<file path="src/rtl/imm_gen_queue_pkg.sv">
// rtl/imm_gen_queue_pkg.sv - shared CPU opcode constants and immediate format codes
package imm_gen_queue_pkg;

    localparam logic [6:0] LType     = 7'b0000011;
    localparam logic [6:0] IType     = 7'b0010011;
    localparam logic [6:0] jalrType  = 7'b1100111;
    localparam logic [6:0] SType     = 7'b0100011;
    localparam logic [6:0] BType     = 7'b1100011;
    localparam logic [6:0] luiType   = 7'b0110111;
    localparam logic [6:0] auipcType = 7'b0010111;
    localparam logic [6:0] jalType   = 7'b1101111;
    localparam logic [6:0] sysType   = 7'b1110011;

    typedef enum logic [2:0] {
        FMT_I   = 3'd0,
        FMT_S   = 3'd1,
        FMT_B   = 3'd2,
        FMT_U   = 3'd3,
        FMT_J   = 3'd4,
        FMT_Z   = 3'd5,
        FMT_BAD = 3'd7
    } fmt_t;

endpackage

</file>
<file path="src/rtl/imm_gen_queue_imm_decode.sv">
// rtl/imm_gen_queue_imm_decode.sv - combinational opcode decode and immediate extension
module imm_decode
    import imm_gen_queue_pkg::*;
#(
    parameter int XLEN      = 32,
    parameter bit U_SHIFTED = 1'b1
) (
    input  logic [31:0]     inst,
    output logic [XLEN-1:0] imm,
    output logic [2:0]      fmt,
    output logic            illegal
);

    logic [31:0] imm32;
    logic        unused_funct_bits;

    // funct3[1:0] never influences the immediate
    assign unused_funct_bits = ^inst[13:12];

    // Every format is built as a signed 32-bit value; Z is positive so sign extension doubles as zero extension.
    always_comb begin
        imm32   = '0;
        fmt     = FMT_I;
        illegal = 1'b0;
        case (inst[6:0])
            LType, IType, jalrType: imm32 = {{20{inst[31]}}, inst[31:20]};
            SType: begin
                fmt   = FMT_S;
                imm32 = {{20{inst[31]}}, inst[31:25], inst[11:7]};
            end
            BType: begin
                fmt   = FMT_B;
                imm32 = {{19{inst[31]}}, inst[31], inst[7], inst[30:25], inst[11:8], 1'b0};
            end
            luiType, auipcType: begin
                fmt   = FMT_U;
                imm32 = U_SHIFTED ? {inst[31:12], 12'b0} : {{12{inst[31]}}, inst[31:12]};
            end
            jalType: begin
                fmt   = FMT_J;
                imm32 = {{11{inst[31]}}, inst[31], inst[19:12], inst[20], inst[30:21], 1'b0};
            end
            sysType: begin
                if (inst[14]) begin
                    fmt   = FMT_Z;
                    imm32 = {27'b0, inst[19:15]};
                end else begin
                    imm32 = {{20{inst[31]}}, inst[31:20]};
                end
            end
            default: begin
                fmt     = FMT_BAD;
                imm32   = '1;
                illegal = 1'b1;
            end
        endcase
    end

    assign imm = XLEN'($signed(imm32));

endmodule

</file>
<file path="src/rtl/imm_gen_queue.sv">
// rtl/imm_gen_queue.sv - decoded-immediate FIFO between instruction register and operand muxes
module imm_gen_queue
    import imm_gen_queue_pkg::*;
#(
    parameter int XLEN      = 32,
    parameter int DEPTH     = 2,
    parameter bit U_SHIFTED = 1'b1
) (
    input  logic            clk,
    input  logic            rst,
    input  logic            flush,
    input  logic            in_valid,
    output logic            in_ready,
    input  logic [31:0]     in_inst,
    output logic            out_valid,
    input  logic            out_ready,
    output logic [XLEN-1:0] out_imm,
    output logic [2:0]      out_fmt,
    output logic            out_illegal
);

    localparam int PW = (DEPTH > 1) ? $clog2(DEPTH) : 1;
    localparam int CW = PW + 1;

    generate
        if (!(XLEN == 32 || XLEN == 64) || DEPTH < 2 || (DEPTH & (DEPTH - 1)) != 0) begin : g_bad_params
            $error("imm_gen_queue: XLEN must be 32/64 and DEPTH a power of two >= 2");
        end
    endgenerate

    logic [XLEN-1:0] dec_imm;
    logic [2:0]      dec_fmt;
    logic            dec_illegal;

    imm_decode #(
        .XLEN      (XLEN),
        .U_SHIFTED (U_SHIFTED)
    ) u_imm_decode (
        .inst    (in_inst),
        .imm     (dec_imm),
        .fmt     (dec_fmt),
        .illegal (dec_illegal)
    );

    logic [XLEN-1:0] mem_imm [DEPTH];
    logic [2:0]      mem_fmt [DEPTH];
    logic            mem_ill [DEPTH];
    logic [PW-1:0]   wr_ptr;
    logic [PW-1:0]   rd_ptr;
    logic [CW-1:0]   count;
    logic            push;
    logic            pop;

    // Full blocks a push even when a pop happens in the same cycle: no ready pass-through.
    assign in_ready  = (count != CW'(DEPTH)) && !rst;
    assign out_valid = (count != '0);
    assign push      = in_valid && in_ready;
    assign pop       = out_valid && out_ready;

    assign out_imm     = mem_imm[rd_ptr];
    assign out_fmt     = mem_fmt[rd_ptr];
    assign out_illegal = mem_ill[rd_ptr];

    always_ff @(posedge clk) begin
        if (rst) begin
            wr_ptr <= '0;
            rd_ptr <= '0;
            count  <= '0;
            for (int i = 0; i < DEPTH; i++) begin
                mem_imm[i] <= '0;
                mem_fmt[i] <= FMT_I;
                mem_ill[i] <= 1'b0;
            end
        end else if (flush) begin
            wr_ptr <= '0;
            rd_ptr <= '0;
            count  <= '0;
        end else begin
            if (push) begin
                mem_imm[wr_ptr] <= dec_imm;
                mem_fmt[wr_ptr] <= dec_fmt;
                mem_ill[wr_ptr] <= dec_illegal;
                wr_ptr          <= wr_ptr + 1'b1;
            end
            if (pop) begin
                rd_ptr <= rd_ptr + 1'b1;
            end
            case ({push, pop})
                2'b10:   count <= count + 1'b1;
                2'b01:   count <= count - 1'b1;
                default: count <= count;
            endcase
        end
    end

endmodule

</file>
<file path="config.mk">
export PLATFORM = sky130hd
export DESIGN_NAME = imm_gen_queue
export DESIGN_NICKNAME = d
export VERILOG_FILES = /design/src/rtl/imm_gen_queue_pkg.sv /design/src/rtl/imm_gen_queue_imm_decode.sv /design/src/rtl/imm_gen_queue.sv
export SDC_FILE = /design/constraint.sdc
export NUM_CORES = 1
export LEC_CHECK = 0
export CAP_MARGIN = 20
export CORE_ASPECT_RATIO = 0.8
export CORE_UTILIZATION = 52
export DETAILED_ROUTE_END_ITERATION = 7
export PLACE_DENSITY = 0.8
export SLEW_MARGIN = 20
export SYNTH_ARGS = -nofsm -noshare
export SYNTH_HDL_FRONTEND = slang
export SYNTH_SLANG_ARGS = --single-unit
</file>
<file path="constraint.sdc">
create_clock -name clk -period 4 [get_ports clk]
set_input_delay 1.2 -clock clk [delete_from_list [all_inputs] [get_ports clk]]
set_output_delay 1.2 -clock clk [all_outputs]
set_load 0.01 [all_outputs]
</file>
==> impl_metrics.xml, run 1 <==
<?xml version="1.0" encoding="UTF-8"?>
<metrics>
  <group name="synthesis">
    <metric name="postSynth.asyncResetShare" unit="">0</metric>
    <metric name="synth_seq_area_share" unit="">0.5671</metric>
    <metric name="post_synth_design_cell_area" unit="um^2">3989</metric>
    <metric name="synth_enable_flop_cells" unit="">72</metric>
    <metric name="flop_and_latch_count_out_of_synthesis" unit="">77</metric>
    <metric name="synthTopCellsByArea" unit="">sky130_fd_sc_hd__edfxtp_1, sky130_fd_sc_hd__mux2_2, sky130_fd_sc_hd__a31oi_1</metric>
    <metric name="synth_top_area_cell" unit="">sky130_fd_sc_hd__edfxtp_1</metric>
    <metric name="synth_top_flop_cell" unit="">sky130_fd_sc_hd__edfxtp_1</metric>
    <metric name="yosys_warnings" unit="">0</metric>
    <metric name="syn_nets" unit="">373</metric>
    <metric name="yosys.cell_types.count" unit="">48</metric>
    <metric name="syn-instance-count" unit="">335</metric>
    <metric name="postSynthAreaPerCell" unit="um^2">11.91</metric>
    <metric name="synth_top_cell_area_share" unit="">0.5420</metric>
  </group>
  <group name="die">
    <metric name="initial_utilization" unit="">0.5371</metric>
    <metric name="floorplan.die.height" unit="um">80.34</metric>
    <metric name="pin_count" unit="">75</metric>
    <metric name="dieArea" unit="um^2">8027</metric>
    <metric name="core.rowCount" unit="">28</metric>
    <metric name="core_area" unit="um^2">7427</metric>
    <metric name="fp.dieW" unit="um">99.92</metric>
  </group>
  <group name="global_routing">
    <metric name="first_global_vias" unit="">3054</metric>
    <metric name="grt.total_usage" unit="">0.2483</metric>
    <metric name="grt_pass1_wl" unit="mm">14.88</metric>
    <metric name="grt_max_degree" unit="">49</metric>
    <metric name="antenna_found_initial" unit="">0</metric>
    <metric name="global_route.overflow_total" unit="">0</metric>
  </group>
  <group name="power">
    <metric name="power" unit="W">0.001748</metric>
    <metric name="leakagePower" unit="nW">1.703</metric>
    <metric name="vdd_drop_max" unit="mV">0.2112</metric>
    <metric name="power.density" unit="nW/um^2">351.7</metric>
  </group>
  <group name="layout">
    <metric name="nNetsFinal" unit="">436</metric>
    <metric name="layout_cells_sized_above_1" unit="">0.1811</metric>
    <metric name="syn_to_final_growth" unit="%">24.59</metric>
    <metric name="antenna_cells" unit="">0</metric>
    <metric name="final.fill_count" unit="">612</metric>
  </group>
  <group name="worst_setup_path">
    <metric name="critical_path_depth" unit="">4</metric>
    <metric name="crit_fanout" unit="">6</metric>
    <metric name="critical_path_arrival" unit="ps">2510</metric>
    <metric name="worstPathBufferInverterCount" unit="">3</metric>
    <metric name="ordered_list_of_cells_on_the_worst_path" unit="">clkdlybuf4s50_1, inv_1, o21a_1, clkdlybuf4s50_1</metric>
    <metric name="timing.critical_path.required" unit="ps">2800</metric>
    <metric name="setup.worst_path.class" unit="">primary input to primary output</metric>
    <metric name="cpLargestDelayFamily" unit="">buffers and inverters</metric>
    <metric name="ff2ff_setup_slack" unit="ps">1980</metric>
    <metric name="r2r_end" unit="">mem_imm[1][24]</metric>
    <metric name="critPathLaunch" unit="">rst</metric>
    <metric name="timing.reg2reg.worst_path_depth" unit="">4</metric>
    <metric name="cpMostUsedCell" unit="">sky130_fd_sc_hd__clkdlybuf4s50_1</metric>
    <metric name="worst_stage_delay_on_the_critical_path" unit="ps">530</metric>
    <metric name="cp-end-kind" unit="">primary output</metric>
    <metric name="crit_path_top_delay_cell" unit="">sky130_fd_sc_hd__clkdlybuf4s50_1</metric>
    <metric name="cp-start-kind" unit="">primary input</metric>
    <metric name="regToRegStartpoint" unit="">count[0]</metric>
  </group>
  <group name="run_status">
    <metric name="status" unit="">finished clean</metric>
  </group>
  <group name="hold_path">
    <metric name="worst_hold_path.num_cells" unit="">2</metric>
    <metric name="hold_path_class" unit="">flop to flop</metric>
    <metric name="hold_path.startpoint" unit="">rd_ptr</metric>
  </group>
  <group name="sta">
    <metric name="timing_hold_violations_final" unit="">0</metric>
    <metric name="fmax" unit="GHz">0.2697</metric>
    <metric name="max_slew.worst_pin.slew" unit="ps">696.4</metric>
    <metric name="post-route-period-util" unit="">0.9270</metric>
    <metric name="final_layout_setup_total_negative_slack" unit="ps">0</metric>
    <metric name="fin_worst_skew" unit="ps">6.571</metric>
    <metric name="fin_crit" unit="ps">3708</metric>
    <metric name="drv_slew" unit="">0</metric>
    <metric name="setup_violations" unit="">0</metric>
    <metric name="slew-limit-headroom" unit="">0.5357</metric>
    <metric name="grt_setup_unrepaired" unit="">false</metric>
  </group>
  <group name="clocking">
    <metric name="cts_root_buffer" unit="">sky130_fd_sc_hd__clkbuf_8</metric>
    <metric name="postCtsHoldBufs" unit="">0</metric>
    <metric name="cts-root-to-sink-buffers" unit="">2</metric>
    <metric name="postCtsSetupRepairBufs" unit="">0</metric>
    <metric name="cts.clk_slew.worst_paths" unit="ps">80</metric>
    <metric name="cts_tree" unit="">done</metric>
    <metric name="tritoncts.num_buffers" unit="">9</metric>
    <metric name="h-tree-depth" unit="">3</metric>
    <metric name="cts_num_sinks" unit="">77</metric>
    <metric name="ctsResizeCount" unit="">0</metric>
    <metric name="clkLatencyLatePin" unit="ps">350</metric>
  </group>
  <group name="detailed_routing">
    <metric name="routedWlPerCell" unit="um">18.19</metric>
    <metric name="postRouteAntennaNets" unit="">0</metric>
    <metric name="vias_per_cell" unit="">6.104</metric>
    <metric name="post-route-drc-count" unit="">0</metric>
    <metric name="detailedRoute.firstPassIterationCount" unit="">5</metric>
    <metric name="finalWirelength" unit="mm">9.243</metric>
    <metric name="total_number_of_vias" unit="">3101</metric>
    <metric name="detail_route.iter0.violations" unit="">247</metric>
  </group>
  <group name="place">
    <metric name="place.port_buffers" unit="">74</metric>
    <metric name="globalplace.congestion" unit="">0.9018</metric>
    <metric name="detailed_place_hpwl" unit="mm">5.929</metric>
  </group>
  <group name="job">
    <metric name="maxCapViolations" unit="">0</metric>
  </group>
</metrics>
## flip-flops by register name (all words and copies together) (netlist names), named ones only
| signal | flops |
|---|---|
| mem_ill | 2 |
| mem_imm | 64 |
| rd_ptr | 1 |
| mem_fmt | 6 |
| count | 2 |
| wr_ptr | 1 |
## through the flow
stage / hold slack, ps / area [um^2] / worst slack (ps) / utilization / instances
detailed placement: 538.3 / 4780 / 298.1 / 0.6435 / 492
floorplan: 518.4 / 3989 / 607.8 / - / 335
global placement: 552.7 / 4780 / 317.0 / 0.6435 / 492
finish: 565.2 / 4970 / 292.0 / 0.6691 / 508
global route: 610.4 / 4970 / 220.3 / 0.6691 / 508
CTS: 562.6 / 4970 / 294.7 / 0.6691 / 508
## placed cells by master (no fill, tap or decap), types with 3 or more instances in the layout
cell type / instances
sky130_fd_sc_hd__mux2_2: 36
sky130_fd_sc_hd__dfxtp_1: 5
sky130_fd_sc_hd__a21oi_1: 14
sky130_fd_sc_hd__nand2_1: 28
sky130_fd_sc_hd__inv_1: 8
sky130_fd_sc_hd__nor3_1: 6
sky130_fd_sc_hd__clkdlybuf4s50_1: 74
sky130_fd_sc_hd__buf_4: 10
sky130_fd_sc_hd__a41oi_1: 16
sky130_fd_sc_hd__or3_1: 3
sky130_fd_sc_hd__clkbuf_8: 9
sky130_fd_sc_hd__nand3_1: 4
sky130_fd_sc_hd__o22ai_1: 4
sky130_fd_sc_hd__a31oi_1: 38
sky130_fd_sc_hd__o21ai_0: 20
sky130_fd_sc_hd__xnor2_1: 3
sky130_fd_sc_hd__edfxtp_1: 72
sky130_fd_sc_hd__nor2_1: 10
## cell usage after synthesis (2+ instances only)
cell and instances:
sky130_fd_sc_hd__edfxtp_1 72, sky130_fd_sc_hd__a31oi_1 38, sky130_fd_sc_hd__mux2_2 36, sky130_fd_sc_hd__nand2_1 28, sky130_fd_sc_hd__o21ai_0 20, sky130_fd_sc_hd__a41oi_1 16, sky130_fd_sc_hd__buf_2 16, sky130_fd_sc_hd__a21oi_1 14
sky130_fd_sc_hd__nor2_1 10, sky130_fd_sc_hd__inv_1 8, sky130_fd_sc_hd__clkbuf_1 6, sky130_fd_sc_hd__nor3_1 6, sky130_fd_sc_hd__dfxtp_1 5, sky130_fd_sc_hd__buf_1 4, sky130_fd_sc_hd__buf_4 4, sky130_fd_sc_hd__nand3_1 4
sky130_fd_sc_hd__o22ai_1 4, sky130_fd_sc_hd__buf_6 3, sky130_fd_sc_hd__or3_1 3, sky130_fd_sc_hd__xnor2_1 3, sky130_fd_sc_hd__a21o_1 2, sky130_fd_sc_hd__a221oi_1 2, sky130_fd_sc_hd__nand3b_1 2, sky130_fd_sc_hd__nand4b_1 2
sky130_fd_sc_hd__o211ai_1 2, sky130_fd_sc_hd__or2_2 2, sky130_fd_sc_hd__xor2_1 2
## how the worst max path moves through the flow
| stage | end |
|---|---|
| final | in_ready |
| after global routing | in_ready |
| after CTS | in_ready |
| after detailed placement | in_ready |
| after global placement | in_ready |
| after floorplan | mem_fmt[1][0] |
## cell type report
class | count | area (um^2) | share of cell area
sequential | 77 | 2262 | 0.4552
multi-input combinational | 217 | 1520 | 0.3059
timing repair buffer | 85 | 835.8 | 0.1682
tap | 105 | 131.4 | 0.02644
clock buffer | 10 | 127.6 | 0.02568
clock inverter | 6 | 62.56 | 0.01259
inverter | 8 | 30.03 | 0.006042
## cells by family (layout without fill, tap and decap cells)
family                     after synthesis  in the layout  share of synthesized area
buffers and inverters                   41            109                    0.05301
DFF                                     77             77                     0.5671
and+or+nand+nor                         68             68                    0.08658
AOI/OAI and AO/OA                      107            107                     0.1775
xor gates and xnor gates                 5              5                    0.01098
adders and majority gates                1              1                   0.003136
muxes                                   36             36                     0.1016
## power breakdown
group / switching (W) / leakage, nW / internal, W
logic: 0.000115 / 0.826 / 0.000125
registers: 0.0000103 / 0.786 / 0.000924
clock network: 0.000286 / 0.0903 / 0.000287
total: 0.000411 / 1.70 / 0.00134
## per-layer routing
metal	track usage	vias up	wire [um]
li1	-	1430	-
met1	0.3133	1517	3871
met2	0.4179	140	4545
met3	0.06527	14	709
met4	0.08088	0	116
met5	0	-	0
## tightest hold or removal path, delay by kind of cell (launching register included)
kind / cells / cell delay, ps
XOR/XNOR: 1 / 140
flip-flops: 1 / 340
AND/OR/NAND/NOR: 1 / 50
Note: power is estimated with default switching activity, not from simulation.
==> run 2, diff against run 1 <==
Settings changed: CORE_UTILIZATION 52 to 54, CTS_BUF_LIST set to sky130_fd_sc_hd__clkbuf_8, PLACE_DENSITY 0.8 to 0.82.
==> impl_metrics.xml, run 2 (synthesis results as in run 1) <==
<?xml version="1.0" encoding="UTF-8"?>
<metrics>
  <group name="worst_setup_path">
    <metric name="critical_path_depth" unit="">4</metric>
    <metric name="cpLargestDelayFamily" unit="">buffers and inverters</metric>
    <metric name="cp-start-kind" unit="">primary input</metric>
    <metric name="timing.reg2reg.worst_path_depth" unit="">4</metric>
    <metric name="regToRegStartpoint" unit="">count[0]</metric>
    <metric name="crit_path_top_delay_cell" unit="">sky130_fd_sc_hd__clkdlybuf4s50_1</metric>
    <metric name="setup.worst_path.class" unit="">primary input to primary output</metric>
    <metric name="timing.critical_path.required" unit="ps">2800</metric>
    <metric name="ordered_list_of_cells_on_the_worst_path" unit="">clkdlybuf4s50_1, inv_1, o21a_1, clkdlybuf4s50_1</metric>
    <metric name="ff2ff_setup_slack" unit="ps">2110</metric>
    <metric name="r2r_end" unit="">mem_imm[0][0]</metric>
    <metric name="worstPathBufferInverterCount" unit="">3</metric>
    <metric name="crit_fanout" unit="">6</metric>
    <metric name="worst_stage_delay_on_the_critical_path" unit="ps">530</metric>
    <metric name="critical_path_arrival" unit="ps">2530</metric>
    <metric name="cpMostUsedCell" unit="">sky130_fd_sc_hd__clkdlybuf4s50_1</metric>
    <metric name="critPathLaunch" unit="">rst</metric>
    <metric name="cp-end-kind" unit="">primary output</metric>
  </group>
  <group name="clocking">
    <metric name="ctsResizeCount" unit="">0</metric>
    <metric name="postCtsSetupRepairBufs" unit="">0</metric>
    <metric name="cts_root_buffer" unit="">sky130_fd_sc_hd__clkbuf_8</metric>
    <metric name="cts_tree" unit="">done</metric>
    <metric name="cts_num_sinks" unit="">77</metric>
    <metric name="cts-root-to-sink-buffers" unit="">2</metric>
    <metric name="tritoncts.num_buffers" unit="">9</metric>
    <metric name="cts.clk_slew.worst_paths" unit="ps">70</metric>
    <metric name="clkLatencyLatePin" unit="ps">350</metric>
    <metric name="h-tree-depth" unit="">3</metric>
    <metric name="postCtsHoldBufs" unit="">0</metric>
  </group>
  <group name="die">
    <metric name="pin_count" unit="">75</metric>
    <metric name="dieArea" unit="um^2">7736</metric>
    <metric name="initial_utilization" unit="">0.5677</metric>
    <metric name="core.rowCount" unit="">27</metric>
    <metric name="core_area" unit="um^2">7027</metric>
    <metric name="fp.dieW" unit="um">98.09</metric>
    <metric name="floorplan.die.height" unit="um">78.87</metric>
  </group>
  <group name="layout">
    <metric name="layout_cells_sized_above_1" unit="">0.1766</metric>
    <metric name="nNetsFinal" unit="">436</metric>
    <metric name="syn_to_final_growth" unit="%">23.49</metric>
    <metric name="mostFrequentLayoutCells" unit="">sky130_fd_sc_hd__clkdlybuf4s50_1, sky130_fd_sc_hd__edfxtp_1, sky130_fd_sc_hd__a31oi_1</metric>
    <metric name="largest_register" unit="">mem_imm</metric>
    <metric name="biggestRegsByFlops" unit="">mem_imm (64), mem_fmt (6)</metric>
    <metric name="antenna_cells" unit="">0</metric>
    <metric name="layout.cells.most_common" unit="">sky130_fd_sc_hd__clkdlybuf4s50_1</metric>
    <metric name="largest_register_ffs" unit="">64</metric>
  </group>
  <group name="hold_path">
    <metric name="hold_path_class" unit="">flop to flop</metric>
    <metric name="worst_hold_path.num_cells" unit="">2</metric>
    <metric name="hold_path.startpoint" unit="">count[1]</metric>
    <metric name="min_to" unit="">count[1]</metric>
  </group>
  <group name="job">
    <metric name="maxCapViolations" unit="">0</metric>
  </group>
  <group name="sta">
    <metric name="fmax" unit="GHz">0.2682</metric>
    <metric name="fin_crit" unit="ps">3728</metric>
    <metric name="setup_violations" unit="">0</metric>
    <metric name="max_slew.worst_pin.slew" unit="ps">758.5</metric>
    <metric name="post-route-period-util" unit="">0.9321</metric>
    <metric name="final_layout_setup_total_negative_slack" unit="ps">0</metric>
    <metric name="grt_setup_unrepaired" unit="">false</metric>
    <metric name="fin_worst_skew" unit="ps">4.261</metric>
    <metric name="slew-limit-headroom" unit="">0.4943</metric>
    <metric name="drv_slew" unit="">0</metric>
    <metric name="timing_hold_violations_final" unit="">0</metric>
    <metric name="timing.final.ws_setup" unit="ps">271.6</metric>
  </group>
  <group name="power">
    <metric name="leakagePower" unit="nW">1.698</metric>
    <metric name="cellInternalPower" unit="W">0.001266</metric>
    <metric name="vdd_drop_max" unit="mV">0.1765</metric>
    <metric name="power.density" unit="nW/um^2">338.5</metric>
    <metric name="swShare" unit="">0.2408</metric>
    <metric name="power.share.clock" unit="">0.293</metric>
    <metric name="p_seq_frac" unit="">0.561</metric>
    <metric name="power_frac_comb" unit="">0.146</metric>
    <metric name="power_dissipated_by_switching_net_loads" unit="W">0.0004016</metric>
  </group>
  <group name="global_routing">
    <metric name="grt.total_usage" unit="">0.2527</metric>
    <metric name="first_global_vias" unit="">2985</metric>
    <metric name="antenna_found_initial" unit="">0</metric>
    <metric name="grt_max_degree" unit="">55</metric>
    <metric name="global_route.overflow_total" unit="">0</metric>
    <metric name="grt_pass1_wl" unit="mm">14.84</metric>
  </group>
  <group name="detailed_routing">
    <metric name="total_number_of_vias" unit="">3091</metric>
    <metric name="postRouteAntennaNets" unit="">0</metric>
    <metric name="vias_per_cell" unit="">6.321</metric>
    <metric name="routedWlPerCell" unit="um">19.09</metric>
    <metric name="detailedRoute.firstPassIterationCount" unit="">7</metric>
    <metric name="detail_route.iter0.violations" unit="">214</metric>
    <metric name="post-route-drc-count" unit="">7</metric>
    <metric name="finalWirelength" unit="mm">9.337</metric>
  </group>
  <group name="run_status">
    <metric name="status" unit="">complete, but fails checks</metric>
    <metric name="violations" unit="">DRC</metric>
  </group>
  <group name="place">
    <metric name="place.port_buffers" unit="">74</metric>
    <metric name="detailed_place_hpwl" unit="mm">5.996</metric>
    <metric name="detailedPlace.worstSlack" unit="ps">289.4</metric>
    <metric name="globalplace.congestion" unit="">0.9423</metric>
  </group>
</metrics>
==> run 2: cell count changes in the layout (fill, tap and decap cells not counted) <==
cell and delta:
sky130_fd_sc_hd__clkinv_4 +1, sky130_fd_sc_hd__clkbuf_1 -1, sky130_fd_sc_hd__inv_1 +1, sky130_fd_sc_hd__inv_6 -1
sky130_fd_sc_hd__buf_4 -1, sky130_fd_sc_hd__buf_12 +1, sky130_fd_sc_hd__clkinvlp_4 -1, sky130_fd_sc_hd__clkinv_1 +1
sky130_fd_sc_hd__bufinv_16 -1
==> run 2: final cells by class <==
type | instances | area (um^2)
Clock buffer | 9 | 123.9
Inverter | 8 | 30.03
Timing Repair Buffer | 85 | 848.3
Fill cell | 538 | 2101
Sequential cell | 77 | 2262
Multi-Input combinational cell | 217 | 1520
Tap cell | 87 | 108.9
Clock inverter | 6 | 32.53
==> run 2: layer usage <==
layer | vias to the layer above | track usage | part of all wire
li1 | 1433 | - | -
met1 | 1479 | 0.3236 | 0.42
met2 | 165 | 0.4211 | 0.48
met3 | 14 | 0.08099 | 0.089
met4 | 0 | 0.05758 | 0.011
met5 | - | 0 | 0
==> run 2: how the worst max path moves through the flow <==
stage                     to  slack [ps]
6_report            in_ready         270
5_1_grt             in_ready         200
4_1_cts             in_ready         270
3_5_place_dp        in_ready         290
3_3_place_gp        in_ready         320
2_1_floorplan  mem_fmt[1][0]         610
==> run 2: metrics by stage <==
| step | utilization | hold WS [ps] | std cells | instance area [um^2] | total power, W |
|---|---|---|---|---|---|
| 6_report | 0.7010 | 554.3 | 489 | 4926 | 0.001668 |
| 5_1_grt | 0.7010 | 575.1 | 489 | 4926 | 0.001731 |
| 4_1_cts | 0.7010 | 555.8 | 489 | 4926 | 0.001672 |
| 3_5_place_dp | 0.6788 | 546.3 | 474 | 4770 | 0.001195 |
| 3_3_place_gp | 0.6788 | 547.9 | 474 | 4770 | 0.001188 |
| 2_1_floorplan | - | 518.4 | 335 | 3989 | 0.001067 |
==> run 2: power by group through the flow <==
| stage | combinational, W | clock, W | sequential [W] |
|---|---|---|---|
| 2_1_floorplan | 0.000117 | 0 | 0.000950 |
| 3_3_place_gp | 0.000237 | 0 | 0.000951 |
| 3_5_place_dp | 0.000241 | 0 | 0.000954 |
| 4_1_cts | 0.000242 | 0.000494 | 0.000936 |
| 5_1_grt | 0.000259 | 0.000533 | 0.000939 |
| 6_report | 0.000243 | 0.000489 | 0.000936 |
==> run 2: worst reg2reg max path, stage by stage (launching register included) <==
cell                       delay [ps]
sky130_fd_sc_hd__dfxtp_1          440
sky130_fd_sc_hd__o211ai_1         190
sky130_fd_sc_hd__or3_1            370
sky130_fd_sc_hd__nand2_1           80
sky130_fd_sc_hd__buf_4            430
==> run 3, diff against run 2 <==
Settings changed: SKIP_LAST_GASP set to 1.
==> results of run 3 <==
Final layout, timing and power as in run 2 (identical DEF).
